`config.mk`:
```
export PLATFORM = sky130hd
export DESIGN_NAME = ftdi_dir_sched
export DESIGN_NICKNAME = d
export VERILOG_FILES = /design/src/rtl/ftdi_pkg.sv /design/src/rtl/ftdi_byte_counter.sv /design/src/rtl/ftdi_dir_sched.sv
export SDC_FILE = /design/constraint.sdc
export NUM_CORES = 1
export LEC_CHECK = 0
export ABC_AREA = 0
export BUFFER_PORTS_ARGS = -buffer_cell sky130_fd_sc_hd__clkbuf_2
export CORE_ASPECT_RATIO = 0.75
export CORE_MARGIN = 2
export CORE_UTILIZATION = 55
export DETAILED_ROUTE_END_ITERATION = 8
export GPL_TIMING_DRIVEN = 1
export PLACE_DENSITY = 0.79
export SLEW_MARGIN = 20
export SYNTH_ARGS = -nofsm -noshare
export SYNTH_HDL_FRONTEND = slang
export SYNTH_SLANG_ARGS = --single-unit
```
`constraint.sdc`:
```
create_clock -name iClk -period 2.95 [get_ports iClk]
set_clock_uncertainty 0.1 [all_clocks]
set_input_delay 0.4425 -clock iClk [delete_from_list [all_inputs] [get_ports iClk]]
set_output_delay 0.4425 -clock iClk [all_outputs]
set_load 0.005 [all_outputs]
```
`src/rtl/ftdi_pkg.sv`:
```
// Shared types and constants for the FT2232H async FIFO bus logic.
package ftdi_pkg;

    typedef enum logic [1:0] {
        IDLE     = 2'd0,
        TURN     = 2'd1,
        RX_BURST = 2'd2,
        TX_BURST = 2'd3
    } ftdi_state_e;

    localparam logic DIR_RX = 1'b0;
    localparam logic DIR_TX = 1'b1;

    localparam int unsigned BYTE_CNT_W  = 16;
    localparam int unsigned BURST_CNT_W = 8;
    localparam int unsigned TURN_CNT_W  = 4;

    function automatic ftdi_state_e burst_state(input logic dir);
        return (dir == DIR_TX) ? TX_BURST : RX_BURST;
    endfunction

endpackage

```
`src/rtl/ftdi_byte_counter.sv`:
```
// 16-bit wrapping byte counter with enable and async active-low clear.
module ftdi_byte_counter
    import ftdi_pkg::*;
(
    input  logic                  clk,
    input  logic                  rst_n,
    input  logic                  en_i,
    output logic [BYTE_CNT_W-1:0] cnt_o
);

    logic [BYTE_CNT_W-1:0] cnt_q;
    logic [BYTE_CNT_W-1:0] cnt_d;

    always_comb begin
        cnt_d = cnt_q;
        if (en_i) begin
            cnt_d = cnt_q + BYTE_CNT_W'(1);
        end
    end

    always_ff @(posedge clk or negedge rst_n) begin
        if (!rst_n) begin
            cnt_q <= '0;
        end else begin
            cnt_q <= cnt_d;
        end
    end

    assign cnt_o = cnt_q;

endmodule

```
`src/rtl/ftdi_dir_sched.sv`:
```
// Half-duplex bus direction scheduler: arbitrates RX/TX ownership with a
// turnaround gap and a per-burst byte limit, and counts completed bytes.
module ftdi_dir_sched
    import ftdi_pkg::*;
#(
    parameter int unsigned BURST_MAX = 64,
    parameter int unsigned TURN_CYC  = 2
) (
    input  logic                  iClk,
    input  logic                  iRst_n,
    input  logic                  iRxF_n,
    input  logic                  iTxE_n,
    input  logic                  iRxWrFull,
    input  logic                  iTxRdEmpty,
    input  logic                  iCoreBusy,
    input  logic                  iXferDone,
    output logic                  oRxGrant,
    output logic                  oTxGrant,
    output logic                  oBusOe,
    output logic                  oBusDir,
    output logic [BYTE_CNT_W-1:0] oRxBytes,
    output logic [BYTE_CNT_W-1:0] oTxBytes
);

    localparam logic [BURST_CNT_W-1:0] BURST_LIMIT = BURST_CNT_W'(BURST_MAX);

    ftdi_state_e            state_q, state_d;
    logic                   bus_dir_q, bus_dir_d;
    logic                   last_q, last_d;
    logic [TURN_CNT_W-1:0]  turn_q, turn_d;
    logic [BURST_CNT_W-1:0] burst_q, burst_d;
    logic                   rx_grant_q, tx_grant_q, bus_oe_q;

    logic rx_ok, tx_ok, dir_ok, target;
    logic rx_cnt_en, tx_cnt_en;

    assign rx_ok = ~iRxF_n & ~iRxWrFull;
    assign tx_ok = ~iTxE_n & ~iTxRdEmpty;

    // Next-state: arbitration in IDLE, turnaround countdown, burst exit rules
    always_comb begin
        state_d   = state_q;
        bus_dir_d = bus_dir_q;
        last_d    = last_q;
        turn_d    = turn_q;
        burst_d   = burst_q;
        target    = DIR_RX;
        dir_ok    = 1'b0;
        case (state_q)
            IDLE: begin
                burst_d = '0;
                if (rx_ok || tx_ok) begin
                    target = (rx_ok && tx_ok) ? ~last_q : tx_ok;
                    if (target == bus_dir_q) begin
                        state_d = burst_state(target);
                    end else begin
                        turn_d    = TURN_CNT_W'(TURN_CYC);
                        bus_dir_d = target;
                        state_d   = TURN;
                    end
                end
            end
            TURN: begin
                burst_d = '0;
                turn_d  = turn_q - TURN_CNT_W'(1);
                if (turn_d == '0) begin
                    state_d = burst_state(bus_dir_q);
                end
            end
            RX_BURST, TX_BURST: begin
                dir_ok = (state_q == TX_BURST) ? tx_ok : rx_ok;
                if (iXferDone && (burst_q != BURST_LIMIT)) begin
                    burst_d = burst_q + BURST_CNT_W'(1);
                end
                // Only release the bus between bytes
                if (!iCoreBusy && ((burst_q == BURST_LIMIT) || !dir_ok)) begin
                    state_d = IDLE;
                    last_d  = (state_q == TX_BURST) ? DIR_TX : DIR_RX;
                end
            end
            default: state_d = IDLE;
        endcase
    end

    always_ff @(posedge iClk or negedge iRst_n) begin
        if (!iRst_n) begin
            state_q    <= IDLE;
            bus_dir_q  <= DIR_RX;
            last_q     <= DIR_TX;
            turn_q     <= '0;
            burst_q    <= '0;
            rx_grant_q <= 1'b0;
            tx_grant_q <= 1'b0;
            bus_oe_q   <= 1'b0;
        end else begin
            state_q    <= state_d;
            bus_dir_q  <= bus_dir_d;
            last_q     <= last_d;
            turn_q     <= turn_d;
            burst_q    <= burst_d;
            rx_grant_q <= (state_d == RX_BURST);
            tx_grant_q <= (state_d == TX_BURST);
            bus_oe_q   <= (state_d == TX_BURST);
        end
    end

    assign rx_cnt_en = iXferDone && (state_q == RX_BURST);
    assign tx_cnt_en = iXferDone && (state_q == TX_BURST);

    ftdi_byte_counter u_rx_cnt (
        .clk   (iClk),
        .rst_n (iRst_n),
        .en_i  (rx_cnt_en),
        .cnt_o (oRxBytes)
    );

    ftdi_byte_counter u_tx_cnt (
        .clk   (iClk),
        .rst_n (iRst_n),
        .en_i  (tx_cnt_en),
        .cnt_o (oTxBytes)
    );

    assign oRxGrant = rx_grant_q;
    assign oTxGrant = tx_grant_q;
    assign oBusOe   = bus_oe_q;
    assign oBusDir  = bus_dir_q;

endmodule

```
# --- Yosys cells after proc, flatten, opt, wreduce, memory -nomap -nowiden ---
# Index checks and enable logic that the tools add are counted.
totals:
  ff_bits: 50
  inputBits: 8
  out_inout_bits: 36
  elab_cells: 64
classes:
  addsub: 4
  n_eq_ne: 11
  muxes: 15
  bitwise_logic: 8
  n_reduce_logical: 17
op_table:
  columns: ["operator", "count"]
  rows:
  - ["16-bit by 1-bit adder with 16-bit output (second input constant)", 2]
  - ["8-bit case mux with 2 select lines", 1]
  - ["8-bit by 1-bit adder with 8-bit output (second input constant)", 1]
  - ["2-bit == test (second input constant)", 4]
  - ["8-bit by 7-bit == test with 1-bit output (second input constant)", 1]
  - ["2-bit 2-to-1 mux", 4]
  - ["4-bit 2-to-1 mux", 2]
  - ["8-bit 2-to-1 mux", 1]
  - ["8-bit by 7-bit != test with 1-bit output (second input constant)", 1]
  - ["4-bit case mux with 2 select lines", 1]
  - ["2-bit != test (second input constant)", 3]
  - ["1-bit inverter", 6]
  - ["2-bit case mux with 3 select lines", 1]
  - ["3-bit AND reduction", 2]
  - ["1-bit logical AND", 5]
  - ["1-bit 2-to-1 mux", 5]
  - ["4-bit logical NOT", 1]
  - ["2-bit OR reduction", 2]
  - ["4-bit by 1-bit subtractor with 4-bit output (second input constant)", 1]
  - ["1-bit AND", 2]
  - ["2-bit by 1-bit == test with 1-bit output (second input constant)", 1]
  - ["1-bit logical NOT", 2]
  - ["2-bit logical NOT", 1]
  - ["1-bit logical OR", 2]
  - ["other kinds (3)", 3]

# --- Logic depth before layout (Yosys ltp) ---
# Gate-level depths: netlist (run 1).
depth:
  depth_word: 9
  mapped_depth: 7
  mapped_depth_nobuf: 7

# --- By module ---
# Synthesis (run 1) repeated with hierarchy kept, for this count alone.
hier_totals:
  cells_unflattened: 219
  area_unflattened_um2: 2412.3
modules_own_cells:
  columns: ["module", "instances", "cells_each", "area_per_inst_um2", "seq_area_each_um2"]
  rows:
  - ["ftdi_byte_counter", 2, 56, 695.7, 400.4]
  - ["ftdi_dir_sched", 1, 107, 1021.0, 451.7]

# --- Worst setup path before layout (run 1) ---
# No wires, ideal clock.
synth_timing:
  path_type: "input-to-reg"
  start: "input port iRxF_n"
  end: "register rx_grant_q (netlist: oRxGrant)"
  setup_ps: 87
  t_arrival_ps: 1920
  t_required_ps: 2763
  slack_ps: 844
  stages: 6
  path_buffers: 0
  cell_sequence: "nor2_1 a211o_1 ha_1 or4_1 o211a_1 a211oi_2"
synth_via:
  elab_chain_len: 9
  word_cells_on_any_way: 16
  cone_classes: "eq/ne (2); mux (7); bitwise (2); reduce/logical (5)"
synth_lines:
  columns: ["element", "line_no", "source"]
  rows:
  - ["start: declaration", "ftdi_dir_sched.sv:11", "input logic iRxF_n,"]
  - ["1-bit inverter (*)", "ftdi_dir_sched.sv:37", "assign rx_ok = ~iRxF_n & ~iRxWrFull;"]
  - ["1-bit AND (*)", "ftdi_dir_sched.sv:37", null]
  - ["1-bit logical AND or 1-bit 2-to-1 mux (tied branches)", "ftdi_dir_sched.sv:53, ftdi_dir_sched.sv:71", null]
  - ["1-bit 2-to-1 mux or 1-bit logical NOT (tied branches)", "ftdi_dir_sched.sv:53, ftdi_dir_sched.sv:76", null]
  - ["1-bit 2-to-1 mux, or another cell as far along", "ftdi_pkg.sv:19", "return (dir == DIR_TX) ? TX_BURST : RX_BURST;"]
  - ["2-bit 2-to-1 mux or 1-bit logical AND (tied branches)", "ftdi_dir_sched.sv:54, ftdi_dir_sched.sv:76", null]
  - ["2-bit 2-to-1 mux (on tied branches)", "ftdi_dir_sched.sv:52, ftdi_dir_sched.sv:76", null]
  - ["2-bit case mux with 3 select lines (*)", "ftdi_dir_sched.sv:49", "case (state_q)"]
  - ["2-bit == test (*)", "ftdi_dir_sched.sv:101", "rx_grant_q <= (state_d == RX_BURST);"]
  - ["end signal: assignment", "ftdi_dir_sched.sv:101", null]
  - ["end: declaration", "ftdi_dir_sched.sv:32", "logic rx_grant_q, tx_grant_q, bus_oe_q;"]
# Every way passes the cells marked *; elsewhere a longest branch is shown, timed or not.
# A chain may end at the register's enable or synchronous reset.

# --- Final worst setup path (run 1) ---
layout_timing:
  start: "register burst_q[0]"
  end: "register state_q[0]"
layout_via:
  elab_chain_len: 5
layout_lines:
  columns: ["element", "line_no", "source"]
  rows:
  - ["start: declaration", "ftdi_dir_sched.sv:31", "logic [BURST_CNT_W-1:0] burst_q, burst_d;"]
  - ["start signal: assignment", "ftdi_dir_sched.sv:100", "burst_q <= burst_d;"]
  - ["8-bit by 7-bit == test with 1-bit output", "ftdi_dir_sched.sv:76", "if (!iCoreBusy && ((burst_q == BURST_LIMIT) || !dir_ok)) begin"]
  - ["1-bit logical OR", "ftdi_dir_sched.sv:76", null]
  - ["1-bit logical AND", "ftdi_dir_sched.sv:76", null]
  - ["2-bit 2-to-1 mux", "ftdi_dir_sched.sv:76", null]
  - ["2-bit case mux with 3 select lines", "ftdi_dir_sched.sv:49", null]
  - ["named net state_d[0]", "ftdi_dir_sched.sv:27", "ftdi_state_e state_q, state_d;"]
  - ["end signal: assignment", "ftdi_dir_sched.sv:96", "state_q <= state_d;"]
  - ["end: declaration", "ftdi_dir_sched.sv:27", null]
# The timed path passes the listed nets, and every way through them passes these cells.

==> qor.txt, run 1 <==
Outcome - finished, final reports clean
Arr. time, crit path - 2.25 ns
First-pass GRT wire length - 7070 um
Hold_sp - u_rx_cnt.cnt_o[15]
Pleak - 1.34 nW
Worst setup startpoint - burst_q[0]
Total power - 2.03 mW
Number of global-route vias before repair - 1503
Syn Area/Cell - 11.1 um2
Layout cells sized above 1 - 22.8%
Clock buffer depth - 2
Die W - 81.1 um
R2R cell count - 6
H-tree levels - 2
Antenna cells - 0
Vias per cell - 5.34
WP data required - 3.02 ns
Fmax - 0.459 GHz
CTS buffer count - 5
EDFF count, synth - 0
Mapped cell area - 0.00245 mm2
Core Box Area - 0.00439 mm2
CP Class - flip-flop to flip-flop
Ys flop type - dfrtp_1
Post-synth ARST share - 100%
Commonest cells in the netlist - dfrtp_1, xnor2_1, nand2_1, nand3_1
Hold Slack - 0.374 ns
Total Routing Usage GR - 18.5%
Largest area contributor in the netlist - dfrtp_1
Power density over the cells - 716 mW/mm2
TNS Setup - 0 ns
Tmin final - 2.18 ns
Top cells by area, synth - dfrtp_1, xnor2_1, ha_1
Global route overflow - 0
Syn Nets - 236
Mapped Cells - 221
Placed cells - 316
YS warnings - 0
Register area share after synthesis - 51.0%
Final hold vios - 0
CP Max Fanout - 6
RSZ-0062 raised after global routing - false
MaxCap Viol Count - 0
Hold crit path type - flip-flop to flip-flop
Initial antenna violation count - 0
Io pins - 44
Post-route insts no fill - 325
Wire length per cell - 13.4 um
Area Overhead vs Synth - 15.6%
Worst-Margin Slew - 0.642 ns
Clock sinks - 50
Synth cell types - 49
Die footprint - 0.00502 mm2
Row cnt - 21
Final nets - 282
Hold Crit Depth - 1
Final instance area - 0.00284 mm2
Largest net degree at the start of global routing - 33
Routability cong. - 0.799
Initial DRT Pass Iterations - 4
DP HPWL - 3260 um
Max Slew Vio Count - 0
Endpoints failing setup - 0
Most numerous cell in the Yosys netlist - dfrtp_1
Clk_lat worst skew - 0.29 ns
CTS tree - yes
Rel. slew slack - 57.2%
Routed vias - 1736
Final WL - 4370 um
Startpoint class of the critical path - flip-flop
Worst vdd ir - 0.415 mV
Seq cells post-synth - 50
Clock root buffer - clkbuf_8
Die Height - 61.8 um
Antenna Violating Nets Remaining - 0
Starting DRC count in detailed routing - 112
FF-to-FF Start - burst_q[0]
Final clock period utilization by the worst path - 73.8%
Clk slew on worst S/H paths - 0.09 ns
# DRC - 0
Share of the synthesized area in the top cell type - 50.0%
Initial core utilization - 55.9%
CP endpoint kind - flip-flop
Placed cell areas - 0.00272 mm2
IO buf count - 43
## state kept, by name (all words and copies together) (netlist names)
signal,count
u_rx_cnt.cnt_o,16
state_q,2
oBusOe,1
burst_q,8
oBusDir,1
u_tx_cnt.cnt_o,16
last_q,1
oRxGrant,1
turn_q,4
## stage by stage
| stage | utilization, % | setup WS [ns] |
|---|---|---|
| after floorplan | - | 0.844 |
| after global placement | 62.0 | 0.693 |
| after detailed placement | 62.0 | 0.651 |
| after CTS | 64.6 | 0.771 |
| after global routing | 64.6 | 0.591 |
| final | 64.6 | 0.772 |
## worst max-delay path: stages (launching register included)
cell and delay (ns):
dfrtp_1 0.45, inv_1 0.08, ha_1 0.13, or3b_2 0.48, o311a_1 0.33, or2_4 0.27, or2_1 0.22
## power by group
| part | total (mW) | internal [mW] | switching [mW] |
|---|---|---|---|
| Clock | 0.458 | 0.254 | 0.204 |
| Combinational | 0.586 | 0.295 | 0.292 |
| Sequential | 0.986 | 0.809 | 0.177 |
## cells in the final DEF (no fill, tap or decap), drive strengths merged, types with 5 or more instances in the layout
master  instances
and2            9
clkbuf         50
dfrtp          49
ha              7
inv             7
nand2          15
nand3          15
nand4           9
nor2            9
xnor2          32
xor2            5
## final cells by class
cell class / instances / area [um2]
Fill cell: 345 / 1550
Clock buffer: 7 / 76.3
Tap cell: 57 / 71.3
Multi-Input combinational cell: 158 / 1150
Inverter: 7 / 26.3
Clock inverter: 1 / 30.0
Sequential cell: 50 / 1250
Timing Repair Buffer: 45 / 233
## metal layers
layer,global-route usage [%],share of wire [%]
met1,27.3,52
met2,27.5,44
met3,4.48,3.2
met4,5.08,0.89
met5,0,0
## final timing paths
check / to / slack (ns)
max reg2reg: state_q[0] / 0.77
max: state_q[0] / 0.77
min in group asynchronous: u_tx_cnt.cnt_o[9] / 0.53
min reg2reg: u_rx_cnt.cnt_o[15] / 0.37
min: u_rx_cnt.cnt_o[15] / 0.37
max in group asynchronous: last_q / 1.42
## timing repair
| item | CTS | global route |
|---|---|---|
| resized for setup | 0 | 0 |
| setup endpoints to repair | 0 | 0 |
| hold buffers | 1 | 0 |
| setup buffers | 0 | 0 |
| endpoints found under the hold margin | 18 | 0 |
## logic make-up after synthesis
kind of cell,share of synthesized area [%]
and+or+nand+nor,20.2
DFF,51.0
xor gates and xnor gates,13.2
AOI/OAI and AO/OA,7.09
buffers and inverters,2.24
adders and majority gates,3.57
muxes,2.60
Note: power is estimated with default switching activity, not from simulation.
==> run 2: changes to the inputs <==
==> constraint.sdc (replaced) <==
create_clock -name iClk -period 2.2 [get_ports iClk]
set_clock_uncertainty 0.1 [all_clocks]
set_input_delay 0.33 -clock iClk [delete_from_list [all_inputs] [get_ports iClk]]
set_output_delay 0.33 -clock iClk [all_outputs]
set_load 0.005 [all_outputs]
==> run 2 against run 1 <==
Effect of this change:
- final cell count grew 2.5%
- clock-buffer cell count is the same
- die area is the same
- sequential power grew 26%
- global-route usage grew 1.2 points
- combinational power grew 65%
- final area grew 1.8%
- critical path depth shrank 1
- total power grew 35%
- non-clock buffer count grew 8
- critical endpoint is now oRxGrant
- largest cell class unchanged
- largest power group unchanged
==> qor.txt, run 2 (same netlist as run 1, synthesis figures left out) <==
Die Height - 61.8 um (unchanged)
Io pins - 44 (unchanged)
Clk_lat worst skew - 0.30 ns (about the same)
Clock root buffer - clkbuf_8
Power density over the cells - 953 mW/mm2 (+33%)
Final core utilization - 65.8% (+1.1 points)
Initial antenna violation count - 0 (unchanged)
Worst Slack Setup Final - 0.134 ns (-0.637 ns)
CP endpoint kind - flip-flop
Tmin final - 2.07 ns (-0.113 ns)
Core Box Area - 0.00439 mm2 (unchanged)
Commonest non-fill, non-tap cells in the layout - dfrtp_1, clkbuf_2, xnor2_1
CP Cell Sequence - a211o_1, ha_1, or4_1, o211a_1, a211oi_2
Antenna cells - 0 (unchanged)
Final instance area - 0.00289 mm2 (+1.8%)
Worst vdd ir - 0.550 mV (+33%)
H-tree levels - 2 (unchanged)
Clock sinks - 50 (unchanged)
Die footprint - 0.00502 mm2 (unchanged)
Initial core utilization - 55.9% (unchanged)
WP data required - 2.32 ns (-0.70 ns)
Clock buffer depth - 2 (unchanged)
Final nets - 290 (+2.8%)
Initial DRT Pass Iterations - 4 (unchanged)
Pleak - 1.38 nW (+3.1%)
Startpoint class of the critical path - flip-flop
Layout cells sized above 1 - 26.1% (+3.3 points)
Largest net degree at the start of global routing - 51 (+55%)
Hold crit path type - input port to asynchronous set/reset pin
CTS buffer count - 5 (unchanged)
IO buf count - 43 (unchanged)
Rel. slew slack - 60.2% (+3.0 points)
Total Routing Usage GR - 19.7% (+1.2 points)
CP Max Fanout - 4 (-2)
Outcome - finished, final reports clean
# fillers - 336 (-2.6%)
Post-Place Worst Slack - 0.00428 ns (-0.647 ns)
Row cnt - 21 (unchanged)
Routed vias - 1768 (+1.8%)
Final clock period utilization by the worst path - 93.9% (+20 points)
Antenna Violating Nets Remaining - 0 (unchanged)
DP HPWL - 3300 um (+1.3%)
RSZ-0062 raised after global routing - false
Final WL - 4590 um (+5.2%)
First-pass GRT wire length - 7400 um (+4.8%)
Global route overflow - 0 (unchanged)
Wire length per cell - 13.8 um (+2.7%)
Final hold vios - 0 (unchanged)
CTS Hold Buffers Added - 0 (-1)
Worst-Margin Slew - 0.597 ns (-0.0446 ns)
TNS Setup - 0 ns (unchanged)
Placed cell areas - 0.00279 mm2 (+2.5%)
Setup bufs post-CTS - 0 (unchanged)
Highest-delay cell along the critical path - or4_1
Placed cells - 325 (+2.8%)
Max Slew Vio Count - 0 (unchanged)
Clk slew on worst S/H paths - 0.09 ns (about the same)
MaxCap Viol Count - 0 (unchanged)
Endpoints failing setup - 0 (unchanged)
Fmax - 0.484 GHz (+5.4%)
Area Overhead vs Synth - 17.6%
Starting DRC count in detailed routing - 71 (-37%)
Crit-path max cell delay - 0.53 ns (+0.05 ns)
Number of global-route vias before repair - 1621 (+7.9%)
Hold Slack - 0.0147 ns (-0.360 ns)
Post-route insts no fill - 333 (+2.5%)
# DRC - 0 (unchanged)
Arr. time, crit path - 2.19 ns (-0.06 ns)
Die W - 81.1 um (unchanged)
Commonest non-fill, non-tap cell in the layout - dfrtp_1
Vias per cell - 5.31 (-0.60%)
CTS tree - yes
Post-cts resize count - 0 (unchanged)
CP Class - flip-flop to flip-flop
Total power - 2.75 mW (+35%)
Routability cong. - 0.790 (-1.2%)
-- run 2: cell count changes in the layout (fill, tap and decap cells not counted) --
cell,change
bufinv_16,-1
clkinv_2,+1
clkbuf_1,-1
clkbuf_8,+1
o41ai_1,-1
o41ai_2,+1
dlygate4sd3_1,-1
buf_4,+9
-- run 2: layout make-up --
cell class | count | area (um2) | share of cell area, %
sequential | 50 | 1250 | 43.4
multi-input combinational | 158 | 1150 | 40.0
timing repair buffer | 53 | 290 | 10.1
clock buffer | 7 | 86.3 | 2.99
tap | 57 | 71.3 | 2.47
inverter | 7 | 26.3 | 0.911
clock inverter | 1 | 5.00 | 0.173
-- run 2: critical path, delay by kind of cell, from the launching register on --
kind	cells	cell delay (ns)
AO/OA/AOI/OAI	3	0.65
AND/OR/NAND/NOR	1	0.53
adder cells (fa/ha/maj)	1	0.33
flip-flops	1	0.38
-- run 2: worst paths after layout --
kind | from | endpoint | slack (ns) | cells after the start
max | last_q | oRxGrant | 0.13 | 5
min | iRst_n | u_tx_cnt.cnt_o[14] | 0.01 | 2
max reg2reg | last_q | oRxGrant | 0.13 | 5
min reg2reg | u_tx_cnt.cnt_o[15] | u_tx_cnt.cnt_o[15] | 0.38 | 1
max in group asynchronous | iRst_n | oBusDir | 1.59 | 2
min in group iClk | iTxE_n | oBusDir | 0.29 | 3
-- run 2: routing by layer --
metal  track usage (%)  vias up  routed length, um
met3              6.36        6                171
li1                  -      886                  -
met1              28.4      843               2360
met5                 0        -                  0
met4              6.05        0                 51
met2              28.7       33               2010
-- run 2: power by group --
| group | leakage, nW | total (mW) | internal, mW | switching (mW) |
|---|---|---|---|---|
| Sequential | 0.665 | 1.24 | 1.09 | 0.150 |
| Clock | 0.0482 | 0.545 | 0.254 | 0.291 |
| Combinational | 0.668 | 0.969 | 0.461 | 0.507 |
==> run 3: changes to the inputs <==
--- a/config.mk
+++ b/config.mk
@@ -11,7 +11,7 @@
 export CORE_MARGIN = 2
 export CORE_UTILIZATION = 55
 export DETAILED_ROUTE_END_ITERATION = 8
-export GPL_TIMING_DRIVEN = 1
+export GPL_TIMING_DRIVEN = 0
 export PLACE_DENSITY = 0.79
 export SLEW_MARGIN = 20
 export SYNTH_ARGS = -nofsm -noshare
==> run 3 against run 2 <==
Effect of this change:
- final cell count unchanged
- total power is 0.24% lower
- sequential cell count unchanged
- clock power is 2% higher
- clock-buffer cell count shrank 1
- combinational power down 5.3%
- critical path depth is 1 lower
- setup slack got worse by 0.041 ns
- via count is 1.8% higher
- wire length increased by 3.6%
- final area is the same
- critical endpoint is now state_q[0]
- largest power group unchanged
==> qor.txt, run 3 (same netlist as run 1, synthesis figures left out) <==
Outcome - finished, final reports clean
Comb power frac - 33.5% (-1.7 points)
Antenna Violating Nets Remaining - 0 (unchanged)
Final WL - 4760 um (+3.6%)
Clock sinks - 50 (unchanged)
WP data required - 2.29 ns (-0.03 ns)
Final nets - 290 (unchanged)
Wire length per cell - 14.3 um (+3.6%)
CP Class - flip-flop to flip-flop
Switching share of total power - 35.0% (+0.48 points)
Commonest non-fill, non-tap cell in the layout - dfrtp_1
Startpoint class of the critical path - flip-flop
Arr. time, crit path - 2.20 ns (about the same)
Sequential share of power - 46.3% (+1.3 points)
Layout cells sized above 1 - 25.7% (-0.36 points)
# DRC - 0 (unchanged)
CTS tree - yes
Area Overhead vs Synth - 17.6% (unchanged)
Fmax - 0.475 GHz (-2.0%)
Io pins - 44 (unchanged)
Endpoints failing setup - 0 (unchanged)
Rel. slew slack - 56.9% (-3.3 points)
RSZ-0062 raised after global routing - false
Worst vdd ir - 0.737 mV (+34%)
Clock power frac - 20.2% (+0.4 points)
Worst-Margin Slew - 0.647 ns (+0.0493 ns)
Placed cells - 320 (-1.5%)
Global route overflow - 0 (unchanged)
Largest net degree at the start of global routing - 51 (unchanged)
Total power - 2.74 mW (-0.24%)
Die W - 81.1 um (unchanged)
Clk_lat worst skew - 0.30 ns (about the same)
Int Power - 1.78 mW (-0.98%)
Starting DRC count in detailed routing - 130 (+83%)
Die footprint - 0.00502 mm2 (unchanged)
Placed cell areas - 0.00274 mm2 (-1.8%)
Clock buffer depth - 2 (unchanged)
Hold Slack - 0.289 ns (+0.274 ns)
Row cnt - 21 (unchanged)
Final clock period utilization by the worst path - 95.8% (+1.9 points)
CP endpoint kind - flip-flop
Max Slew Vio Count - 0 (unchanged)
Hold crit path type - input port to flip-flop
Number of global-route vias before repair - 1516 (-6.5%)
Post-route insts no fill - 333 (unchanged)
Vias per cell - 5.41 (+1.8%)
Power density over the cells - 951 mW/mm2 (-0.24%)
Pleak - 1.37 nW (-1.1%)
Clk slew on worst S/H paths - 0.09 ns (about the same)
Final hold vios - 0 (unchanged)
DP HPWL - 3350 um (+1.5%)
Routed vias - 1800 (+1.8%)
Sw Pwr - 959 uW (+1.2%)
Tmin final - 2.11 ns (+0.0412 ns)
Initial antenna violation count - 0 (unchanged)
MaxCap Viol Count - 0 (unchanged)
Die Height - 61.8 um (unchanged)
CP Max Fanout - 4 (unchanged)
Reg2reg setup slack - 0.09 ns (-0.04 ns)
Initial core utilization - 55.9% (unchanged)
# fillers - 352 (+4.8%)
IO buf count - 42 (-2.3%)
Clock root buffer - clkbuf_8
Total Routing Usage GR - 19.4% (-0.34 points)
Routability cong. - 0.816 (+3.3%)
Commonest non-fill, non-tap cells in the layout - dfrtp_1, clkbuf_2, xnor2_1
Antenna cells - 0 (unchanged)
Core Box Area - 0.00439 mm2 (unchanged)
Initial DRT Pass Iterations - 4 (unchanged)
Final instance area - 0.00289 mm2 (unchanged)
CTS buffer count - 5 (unchanged)
H-tree levels - 2 (unchanged)
First-pass GRT wire length - 7240 um (-2.2%)
[run 3: cell type report]
| class | count | area [um2] | share of cell area [%] |
|---|---|---|---|
| Buffer | 6 | 28.8 | 0.997 |
| Sequential cell | 50 | 1250 | 43.5 |
| Timing Repair Buffer | 47 | 253 | 8.76 |
| Tap cell | 57 | 71.3 | 2.47 |
| Clock inverter | 2 | 12.5 | 0.434 |
| Inverter | 7 | 26.3 | 0.911 |
| Multi-Input combinational cell | 158 | 1160 | 40.1 |
| Clock buffer | 6 | 82.6 | 2.86 |
[run 3: final timing paths]
path / start / endpoint / cells after the start
max: burst_q[4] / state_q[0] / 4
min: iTxE_n / oBusDir / 3
max reg2reg: burst_q[4] / state_q[0] / 4
min reg2reg: u_rx_cnt.cnt_o[15] / u_rx_cnt.cnt_o[15] / 1
max in group asynchronous: iRst_n / burst_q[1] / 2
min in group asynchronous: iRst_n / u_tx_cnt.cnt_o[5] / 2
[run 3: worst max-delay path, cell delays in order (launching register included)]
cell     delay, ns
dfrtp_1       0.43
or4b_4        0.58
o311a_1       0.38
or2_4         0.27
or2_1         0.23
[run 3: what timing repair did]
item                                   CTS  global route
setup buffers                            0             4
setup endpoints to repair                0             3
endpoints found under the hold margin   13             0
resized for setup                        0             4
hold buffers                             1             0
[run 3: routing by layer]
layer	up-vias	track usage (%)	share of wire (%)	routed length [um]
met3	7	4.77	3.9	186
met2	40	30.1	47	2230
met1	864	27.3	48	2280
met5	-	0	0	0
li1	889	-	-	-
met4	0	5.81	1.2	55
[run 3: through the flow]
step	setup TNS, ns	setup WS [ns]	util (%)
2_1_floorplan	0	0.137	-
3_3_place_gp	-0.0284	-0.0284	62.3
3_5_place_dp	-0.0291	-0.0291	62.4
4_1_cts	0	0.00286	64.8
5_1_grt	0	0.0364	65.8
6_report	0	0.0929	65.8
[run 3: power by group through the flow]
stage | clock network, mW | logic, mW | registers, mW
2_1_floorplan | 0 | 0.609 | 1.26
6_report | 0.554 | 0.918 | 1.27
5_1_grt | 0.607 | 1.03 | 1.30
4_1_cts | 0.570 | 0.880 | 1.27
3_3_place_gp | 0 | 0.845 | 1.28
3_5_place_dp | 0 | 0.866 | 1.28
